<file path="config.mk">
export PLATFORM = sky130hd
export DESIGN_NAME = tx_mac_flat
export DESIGN_NICKNAME = d
export VERILOG_FILES = /design/src/rtl/tx_mac_if.sv /design/src/rtl/tx_mac.sv /design/src/flat_wrapper.sv
export SDC_FILE = /design/constraint.sdc
export NUM_CORES = 1
export LEC_CHECK = 0
export CAP_MARGIN = 20
export CORE_MARGIN = 2
export CORE_UTILIZATION = 32
export CTS_CLUSTER_SIZE = 16
export DETAILED_ROUTE_END_ITERATION = 8
export GPL_TIMING_DRIVEN = 0
export PLACE_DENSITY = 0.56
export SYNTH_ARGS = -nofsm -noshare
export SYNTH_HDL_FRONTEND = slang
export SYNTH_SLANG_ARGS = --single-unit
</file>
<file path="constraint.sdc">
create_clock -name clk -period 3.5 [get_ports clk]
set_input_delay 0.875 -clock clk [delete_from_list [all_inputs] [get_ports clk]]
set_output_delay 0.875 -clock clk [all_outputs]
set_load 0.02 [all_outputs]
</file>
<file path="src/rtl/tx_mac_if.sv">
// TX FIFO AXI-Stream input plus RGMII byte-level output of the transmit MAC.
// slave = MAC side, master = FIFO/PHY side (drives tdata and the byte strobe).
interface tx_mac_if #(
    parameter int DATA_WIDTH = 8
);
    logic [DATA_WIDTH-1:0] s_tx_axis_tdata;
    logic                  s_tx_axis_tvalid;
    logic                  s_tx_axis_tlast;
    logic                  s_tx_axis_tuser;
    logic                  s_tx_axis_trdy;
    logic [DATA_WIDTH-1:0] mac_rgmii_tx_data;
    logic                  mac_rgmii_tx_en;
    logic                  mac_rgmii_tx_er;
    logic                  rgmii_mac_tx_rdy;

    modport slave (
        input  s_tx_axis_tdata, s_tx_axis_tvalid, s_tx_axis_tlast, s_tx_axis_tuser,
        input  rgmii_mac_tx_rdy,
        output s_tx_axis_trdy, mac_rgmii_tx_data, mac_rgmii_tx_en, mac_rgmii_tx_er
    );

    modport master (
        output s_tx_axis_tdata, s_tx_axis_tvalid, s_tx_axis_tlast, s_tx_axis_tuser,
        output rgmii_mac_tx_rdy,
        input  s_tx_axis_trdy, mac_rgmii_tx_data, mac_rgmii_tx_en, mac_rgmii_tx_er
    );
endinterface

</file>
<file path="src/rtl/tx_mac.sv">
// Ethernet TX MAC: preamble/SFD, payload, zero pad, FCS, IFG onto RGMII; one byte per tx_rdy strobe.
// Accepted byte appears on tx_data at the same strobe edge; trdy only asserts on strobes in PAYLOAD/DRAIN.
module crc32 #(
    parameter int DATA_WIDTH = 8
) (
    input  logic                  clk,
    input  logic                  rst,
    input  logic                  i_init,
    input  logic                  i_en,
    input  logic [DATA_WIDTH-1:0] i_data,
    output logic [31:0]           o_crc
);
    logic [31:0] r_crc;
    logic [31:0] w_crc_nxt;

    // Reflected IEEE 802.3 polynomial, LSB of each byte first.
    always_comb begin
        w_crc_nxt = r_crc;
        for (int i = 0; i < DATA_WIDTH; i++) begin
            if (w_crc_nxt[0] ^ i_data[i]) w_crc_nxt = (w_crc_nxt >> 1) ^ 32'hEDB8_8320;
            else                          w_crc_nxt = w_crc_nxt >> 1;
        end
    end

    always_ff @(posedge clk or posedge rst) begin
        if (rst)         r_crc <= 32'hFFFF_FFFF;
        else if (i_init) r_crc <= 32'hFFFF_FFFF;
        else if (i_en)   r_crc <= w_crc_nxt;
    end

    assign o_crc = ~r_crc;
endmodule

module tx_mac #(
    parameter int DATA_WIDTH    = 8,
    parameter int MIN_FRAME_LEN = 60,
    parameter int IFG_BYTES     = 12
) (
    input  logic    clk,
    input  logic    reset,
    tx_mac_if.slave bus
);
    typedef enum logic [2:0] {
        S_IDLE, S_PREAMBLE, S_PAYLOAD, S_PAD, S_FCS, S_DRAIN, S_IFG
    } state_t;

    localparam int                    CNT_W    = $clog2(IFG_BYTES + 8);
    localparam logic [CNT_W-1:0]      PRE_LAST = CNT_W'(6);
    localparam logic [CNT_W-1:0]      IFG_LAST = CNT_W'(IFG_BYTES - 1);
    localparam logic [11:0]           MIN_LEN  = 12'(MIN_FRAME_LEN);
    localparam logic [10:0]           BYTE_MAX = 11'h7FF;
    localparam logic [DATA_WIDTH-1:0] PRE_BYTE = DATA_WIDTH'(8'h55);
    localparam logic [DATA_WIDTH-1:0] SFD_BYTE = DATA_WIDTH'(8'hD5);

    state_t                r_state, w_state_nxt;
    logic [CNT_W-1:0]      r_cnt, w_cnt_nxt;
    logic [10:0]           r_byte_cnt, w_byte_cnt_nxt, w_byte_inc;
    logic [11:0]           w_len_nxt;
    logic [DATA_WIDTH-1:0] r_tx_data, w_tx_data_nxt, w_crc_data;
    logic                  r_tx_en, w_tx_en_nxt;
    logic                  r_tx_er, w_tx_er_nxt;
    logic                  w_strobe, w_crc_init, w_crc_en;
    logic [31:0]           w_crc;
    logic [7:0]            w_fcs_byte;

    assign w_strobe   = bus.rgmii_mac_tx_rdy;
    assign w_byte_inc = (r_byte_cnt == BYTE_MAX) ? r_byte_cnt : r_byte_cnt + 11'd1;
    assign w_len_nxt  = {1'b0, r_byte_cnt} + 12'd1;

    assign bus.s_tx_axis_trdy    = !reset && w_strobe && (r_state == S_PAYLOAD || r_state == S_DRAIN);
    assign bus.mac_rgmii_tx_data = r_tx_data;
    assign bus.mac_rgmii_tx_en   = r_tx_en;
    assign bus.mac_rgmii_tx_er   = r_tx_er;

    crc32 #(.DATA_WIDTH(DATA_WIDTH)) u_crc (
        .clk    (clk),
        .rst    (reset),
        .i_init (w_crc_init && w_strobe),
        .i_en   (w_crc_en && w_strobe),
        .i_data (w_crc_data),
        .o_crc  (w_crc)
    );

    // FCS goes out least significant byte first.
    always_comb begin
        case (r_cnt[1:0])
            2'd0:    w_fcs_byte = w_crc[7:0];
            2'd1:    w_fcs_byte = w_crc[15:8];
            2'd2:    w_fcs_byte = w_crc[23:16];
            default: w_fcs_byte = w_crc[31:24];
        endcase
    end

    always_comb begin
        w_state_nxt    = r_state;
        w_cnt_nxt      = r_cnt;
        w_byte_cnt_nxt = r_byte_cnt;
        w_tx_data_nxt  = '0;
        w_tx_en_nxt    = 1'b0;
        w_tx_er_nxt    = 1'b0;
        w_crc_init     = 1'b0;
        w_crc_en       = 1'b0;
        w_crc_data     = '0;
        case (r_state)
            S_IDLE: begin
                if (bus.s_tx_axis_tvalid) begin
                    w_tx_data_nxt = PRE_BYTE;
                    w_tx_en_nxt   = 1'b1;
                    w_cnt_nxt     = '0;
                    w_state_nxt   = S_PREAMBLE;
                end
            end
            S_PREAMBLE: begin
                w_tx_en_nxt = 1'b1;
                if (r_cnt < PRE_LAST) begin
                    w_tx_data_nxt = PRE_BYTE;
                    w_cnt_nxt     = r_cnt + CNT_W'(1);
                end else begin
                    w_tx_data_nxt  = SFD_BYTE;
                    w_crc_init     = 1'b1;
                    w_byte_cnt_nxt = '0;
                    w_cnt_nxt      = '0;
                    w_state_nxt    = S_PAYLOAD;
                end
            end
            S_PAYLOAD: begin
                w_tx_en_nxt = 1'b1;
                if (bus.s_tx_axis_tvalid) begin
                    w_tx_data_nxt  = bus.s_tx_axis_tdata;
                    w_crc_en       = 1'b1;
                    w_crc_data     = bus.s_tx_axis_tdata;
                    w_byte_cnt_nxt = w_byte_inc;
                    if (bus.s_tx_axis_tlast) begin
                        w_cnt_nxt = '0;
                        if (bus.s_tx_axis_tuser) begin
                            w_tx_er_nxt = 1'b1;
                            w_state_nxt = S_IFG;
                        end else if (w_len_nxt < MIN_LEN) begin
                            w_state_nxt = S_PAD;
                        end else begin
                            w_state_nxt = S_FCS;
                        end
                    end
                end else begin
                    // Underrun: poison the frame on the wire, then swallow the rest of it.
                    w_tx_er_nxt = 1'b1;
                    w_state_nxt = S_DRAIN;
                end
            end
            S_PAD: begin
                w_tx_en_nxt    = 1'b1;
                w_crc_en       = 1'b1;
                w_byte_cnt_nxt = w_byte_inc;
                if (w_len_nxt >= MIN_LEN) begin
                    w_cnt_nxt   = '0;
                    w_state_nxt = S_FCS;
                end
            end
            S_FCS: begin
                w_tx_en_nxt   = 1'b1;
                w_tx_data_nxt = DATA_WIDTH'(w_fcs_byte);
                if (r_cnt[1:0] == 2'd3) begin
                    w_cnt_nxt   = '0;
                    w_state_nxt = S_IFG;
                end else begin
                    w_cnt_nxt = r_cnt + CNT_W'(1);
                end
            end
            S_DRAIN: begin
                if (bus.s_tx_axis_tvalid && bus.s_tx_axis_tlast) begin
                    w_cnt_nxt   = '0;
                    w_state_nxt = S_IFG;
                end
            end
            S_IFG: begin
                if (r_cnt == IFG_LAST) begin
                    w_cnt_nxt   = '0;
                    w_state_nxt = S_IDLE;
                end else begin
                    w_cnt_nxt = r_cnt + CNT_W'(1);
                end
            end
            default: w_state_nxt = S_IDLE;
        endcase
    end

    always_ff @(posedge clk or posedge reset) begin
        if (reset) begin
            r_state    <= S_IDLE;
            r_cnt      <= '0;
            r_byte_cnt <= '0;
            r_tx_data  <= '0;
            r_tx_en    <= 1'b0;
            r_tx_er    <= 1'b0;
        end else if (w_strobe) begin
            r_state    <= w_state_nxt;
            r_cnt      <= w_cnt_nxt;
            r_byte_cnt <= w_byte_cnt_nxt;
            r_tx_data  <= w_tx_data_nxt;
            r_tx_en    <= w_tx_en_nxt;
            r_tx_er    <= w_tx_er_nxt;
        end
    end
endmodule

</file>
<file path="src/flat_wrapper.sv">
// flat-port wrapper written by rule: the top's interface ports become plain ports
module tx_mac_flat 
#(
    parameter int DATA_WIDTH    = 8,
    parameter int MIN_FRAME_LEN = 60,
    parameter int IFG_BYTES     = 12
)
  (clk, reset, bus_s_tx_axis_tdata, bus_s_tx_axis_tvalid, bus_s_tx_axis_tlast, bus_s_tx_axis_tuser, bus_rgmii_mac_tx_rdy, bus_s_tx_axis_trdy, bus_mac_rgmii_tx_data, bus_mac_rgmii_tx_en, bus_mac_rgmii_tx_er);
  tx_mac_if #(.DATA_WIDTH(DATA_WIDTH)) bus_i ();
  input  logic clk;
  input  logic reset;
  input wire logic [$bits(bus_i.s_tx_axis_tdata)-1:0] bus_s_tx_axis_tdata;
  input wire logic [$bits(bus_i.s_tx_axis_tvalid)-1:0] bus_s_tx_axis_tvalid;
  input wire logic [$bits(bus_i.s_tx_axis_tlast)-1:0] bus_s_tx_axis_tlast;
  input wire logic [$bits(bus_i.s_tx_axis_tuser)-1:0] bus_s_tx_axis_tuser;
  input wire logic [$bits(bus_i.rgmii_mac_tx_rdy)-1:0] bus_rgmii_mac_tx_rdy;
  output wire logic [$bits(bus_i.s_tx_axis_trdy)-1:0] bus_s_tx_axis_trdy;
  output wire logic [$bits(bus_i.mac_rgmii_tx_data)-1:0] bus_mac_rgmii_tx_data;
  output wire logic [$bits(bus_i.mac_rgmii_tx_en)-1:0] bus_mac_rgmii_tx_en;
  output wire logic [$bits(bus_i.mac_rgmii_tx_er)-1:0] bus_mac_rgmii_tx_er;
  assign bus_i.s_tx_axis_tdata = bus_s_tx_axis_tdata;
  assign bus_i.s_tx_axis_tvalid = bus_s_tx_axis_tvalid;
  assign bus_i.s_tx_axis_tlast = bus_s_tx_axis_tlast;
  assign bus_i.s_tx_axis_tuser = bus_s_tx_axis_tuser;
  assign bus_i.rgmii_mac_tx_rdy = bus_rgmii_mac_tx_rdy;
  assign bus_s_tx_axis_trdy = bus_i.s_tx_axis_trdy;
  assign bus_mac_rgmii_tx_data = bus_i.mac_rgmii_tx_data;
  assign bus_mac_rgmii_tx_en = bus_i.mac_rgmii_tx_en;
  assign bus_mac_rgmii_tx_er = bus_i.mac_rgmii_tx_er;
  tx_mac #(.DATA_WIDTH(DATA_WIDTH), .MIN_FRAME_LEN(MIN_FRAME_LEN), .IFG_BYTES(IFG_BYTES)) u_core (.clk(clk), .reset(reset), .bus(bus_i));
endmodule
</file>
# After elaboration in Yosys (flattened, before gate mapping)
# Index checks and enable logic that the tools add are counted.
# totals
word_cells,115
ff_bits,61
output_inout_bits,11
in_bits,14
# classes
eq_ne,20
addsub,3
bitwise_logic,17
n_lt_le_gt_ge,3
muxes,49
reduce_logical,16
# op_table
op,n
32-bit 2-to-1 mux,10
13-bit inverter with 14-bit output,8
5-bit 2-to-1 mux,8
5-bit case mux with 7 select lines,1
11-bit 2-to-1 mux,3
11-bit case mux with 3 select lines,1
32-bit inverter,1
8-bit case mux with 4 select lines,1
3-bit 2-to-1 mux,10
8-bit 2-to-1 mux,3
8-bit case mux with 3 select lines,1
3-bit case mux with 7 select lines,1
"11-bit by 1-bit adder with 12-bit output, second input constant",1
"12-bit by 6-bit greater-or-equal comparator with 1-bit output, second input constant",1
"12-bit by 6-bit less-than comparator with 1-bit output, second input constant",1
"11-bit by 1-bit adder with 11-bit output, second input constant",1
"11-bit == test, second input constant",1
"2-bit inequality test, second input constant",5
"3-bit == test, second input constant",3
8-bit AND reduction,1
1-bit bitwise XOR,8
1-bit 2-to-1 mux,7
7-bit 2-to-1 mux,1
7-bit AND reduction,1
20 further kinds,29

# Longest topological paths before layout
# depth
word_depth,20
mapped_depth,8

# By module
# Synthesis repeated with hierarchy kept, for this count alone.
# hier_totals
hier_cells,484
area_unflattened_um2,4504.3
# by_module_without_submodules
module,instances,area_per_inst_um2,cells_per_inst
tx_mac,1,2307.2,269
crc32,1,2197.1,215

# Least setup slack after synthesis
# No wires, ideal clock.
# synth_timing
path_type,input -> output
from,input port reset
to,output port bus_s_tx_axis_trdy
path_buffers,0
path_stages,3
path_slack_ns,-0.001
arrival_time_ns,2.626
cell_sequence,inv_1 -> nand2_1 -> a21oi_1
# synth_between
elab_chain_len,3
# synth_rtl
element,line,rtl
"start, declared",flat_wrapper.sv:11,input logic reset;
1-bit zero test,tx_mac.sv:70,assign bus.s_tx_axis_trdy = !reset && w_strobe && (r_state == S_PAYLOAD || r_state == S_DRAIN);
1-bit logical AND (2 in a row),tx_mac.sv:70,
"end, declared",flat_wrapper.sv:17,output wire logic [$bits(bus_i.s_tx_axis_trdy)-1:0] bus_s_tx_axis_trdy;
# Every way passes these cells.

# Final worst setup path
# Same ends and word-level chain as after synthesis.

==> results.ini <==
[setup_path]
cp-end-kind = output pin
cp-start-kind = input pin
worstPathCellList = clkdlybuf4s50_1 > clkinvlp_4 > buf_12 > buf_16 > nand2_1 > a21oi_1 > dlygate4sd2_1
cp.required_ps = 2620
arrival_ps = 2390
rr_startpoint = u_core.r_state[0]
rrSetupSlack_ps = 870
rr_endpoint = u_core.r_cnt[1]
path_class = input pin to output pin
cp_num_buf_inv = 5
rr_worst_depth = 8
crit_path_top_delay_cell = clkdlybuf4s50_1
slowest_delay_ps = 440
critPathTopFamily = buffers and inverters
crit_fanout = 23

[sta]
rsz0062_at_grt = false
finalHoldViolCount = 0
fmax_ghz = 0.306
setup_slack_ps = 237
slew-limit-headroom = 0.548
setup_violations = 0
fin_worst_skew_ps = 4.66
whs_ps = 509
period_share = 0.932
slew_viol_final = 0
min_period_ps = 3260
worst_pin_slew_ps = 673

[global_route]
overflow = 0
grt_busiest_layer = met2
grt_pass1_vias = 3620
grt_pass1_wl_um = 19700
use_met3 = 0.0299
grt_use_met1 = 0.248
gr-usage-all-layers = 0.176
antenna_found_initial = 0
grt_max_degree = 24
use_met2 = 0.273

[synthesis]
ys_seq_area_frac = 0.363
synthArstFlopShare = 1.00
yosys.cell_count.top_type = a21oi_1
yosys_warnings = 0
netlist_area_mm2 = 0.00431
ys_top_cells_by_area = dfstp_2 (20%), dfrtp_1 (17%), xnor2_1 (6.7%)
ys.flop_type = dfstp_2
synth_top_cell_by_area = dfstp_2
syn_inst = 489
synthesis.nets = 511
synth.avg_cell_area_um2 = 8.81
synth_edf_count = 0
synth_common_cells = a21oi_1 (56), nor2_1 (52), nand2_1 (49)
ys_seq_elements = 61
synth.distinct_cells = 63
synth_top_area_share = 0.195

[floorplanning]
ios = 25
start_util = 0.327
num_rows = 42
dieArea_mm2 = 0.0144
fp.dieW_um = 120
coreArea_mm2 = 0.0132
die_h_um = 120

[cells_and_area]
nFillCells = 1333
drive_gt1_frac = 0.147
final_area_mm2 = 0.00511
multi_input_area_mm2 = 0.00254
antenna_cells = 0
areaGrowthSynthToFinish_pct = 18.5
fin_nets = 548
final_cells = 707
seq_area_mm2 = 0.00157

[clocking]
cts_tree = done
cts.clk_slew.worst_paths_ps = 50
cts_buffers = 9
clock_path_buffers = 2
clk_latency_ps = 340
cts_num_sinks = 61
cts_root_buf = clkbuf_16
cts-htree-levels = 3

[worst_hold_path]
min_to = u_core.bus.mac_rgmii_tx_er
hold_path_depth = 1
hold_class = register to register
holdCritStartpoint = u_core.bus.mac_rgmii_tx_er

[place]
io_buffers = 23
dp_worst_setup_slack_ps = -401
gp_congestion = 0.908
dpl.hpwl_um = 8700
place_inst = 690
dpl_cell_area_mm2 = 0.00481

[drt]
ant_nets = 0
wl_um = 11900
vias_per_cell = 5.22
drt_pre_antenna_iters = 5
drc_errors = 0
via_count = 3689
routedWlPerCell_um = 16.9
drt_iter0_drc = 278

[pwr]
vdd_drop_max_mv = 0.433
total_power_mw = 5.65
power_leakage_nw = 1.99
power.density_mw_per_mm2 = 1110

[run_status]
status = finished, final reports clean

[run]
drv_cap = 0

[flip-flops by register name (all words and copies together) (netlist names)]
| name | cells |
|---|---|
| u_core.bus.mac_rgmii_tx_data | 8 |
| u_core.bus.mac_rgmii_tx_en | 1 |
| u_core.bus.mac_rgmii_tx_er | 1 |
| u_core.r_byte_cnt | 11 |
| u_core.r_cnt | 5 |
| u_core.r_state | 3 |
| u_core.u_crc.r_crc | 32 |
[cells in the final DEF (no fill, tap or decap), drive strengths merged, types with 8 or more instances in the layout]
| cell type | netlist | final |
|---|---|---|
| ha | 8 | 8 |
| nor2 | 52 | 52 |
| dfstp | 32 | 32 |
| buf | 6 | 9 |
| xor2 | 35 | 35 |
| nand2 | 52 | 52 |
| xnor2 | 37 | 37 |
| clkdlybuf4s50 | 0 | 22 |
| clkbuf | 25 | 38 |
| nor2b | 12 | 12 |
| o21ai | 26 | 26 |
| dfrtp | 29 | 29 |
| a21oi | 56 | 56 |
| inv | 20 | 19 |
| o22ai | 19 | 19 |
[cell families after synthesis]
family,after synthesis,share of synthesized area
AOI/OAI and AO/OA,135,0.190
and+or+nand+nor,151,0.163
DFF,61,0.363
muxes,6,0.0157
buffers and inverters,51,0.0482
adders and majority gates,8,0.0232
xor gates and xnor gates,77,0.196
[worst max path at each step]
stage,end,cells past startpoint,start,slack [ps]
5_1_grt,bus_s_tx_axis_trdy,7,reset,50
3_3_place_gp,bus_s_tx_axis_trdy,5,reset,-910
3_5_place_dp,bus_s_tx_axis_trdy,7,reset,-400
2_1_floorplan,bus_s_tx_axis_trdy,3,reset,590
4_1_cts,bus_s_tx_axis_trdy,7,reset,190
6_report,bus_s_tx_axis_trdy,7,reset,240
[area by class of cell]
cell class	count	area share
Buffer	31	0.0260
Clock buffer	13	0.0529
Clock inverter	3	0.00367
Inverter	20	0.0154
Multi-Input combinational cell	377	0.497
Sequential cell	61	0.307
Tap cell	176	0.0431
Timing Repair Buffer	26	0.0556
[routing by layer]
layer	wire (um)	part of all wire
met1	5540	0.46
met2	5550	0.47
met3	607	0.051
met4	228	0.019
met5	0	0
[power by group]
part	internal (mW)	switching [mW]	total (mW)
clock network	0.536	0.328	0.864
registers	1.11	0.272	1.38
logic	1.54	1.87	3.41
total	3.19	2.47	5.65
[metrics by stage]
step / TNS, ps / util
after floorplan: 0 / -
after global placement: -910 / 0.361
after detailed placement: -401 / 0.365
after CTS: 0 / 0.387
after global routing: 0 / 0.387
final: 0 / 0.387
[what timing repair did]
item,in CTS,in global routing
hold buffers,0,0
buffers inserted,1,0
gates resized for setup,1,0
endpoints found under the setup margin,1,0
(Power assumes the default switching activity.)
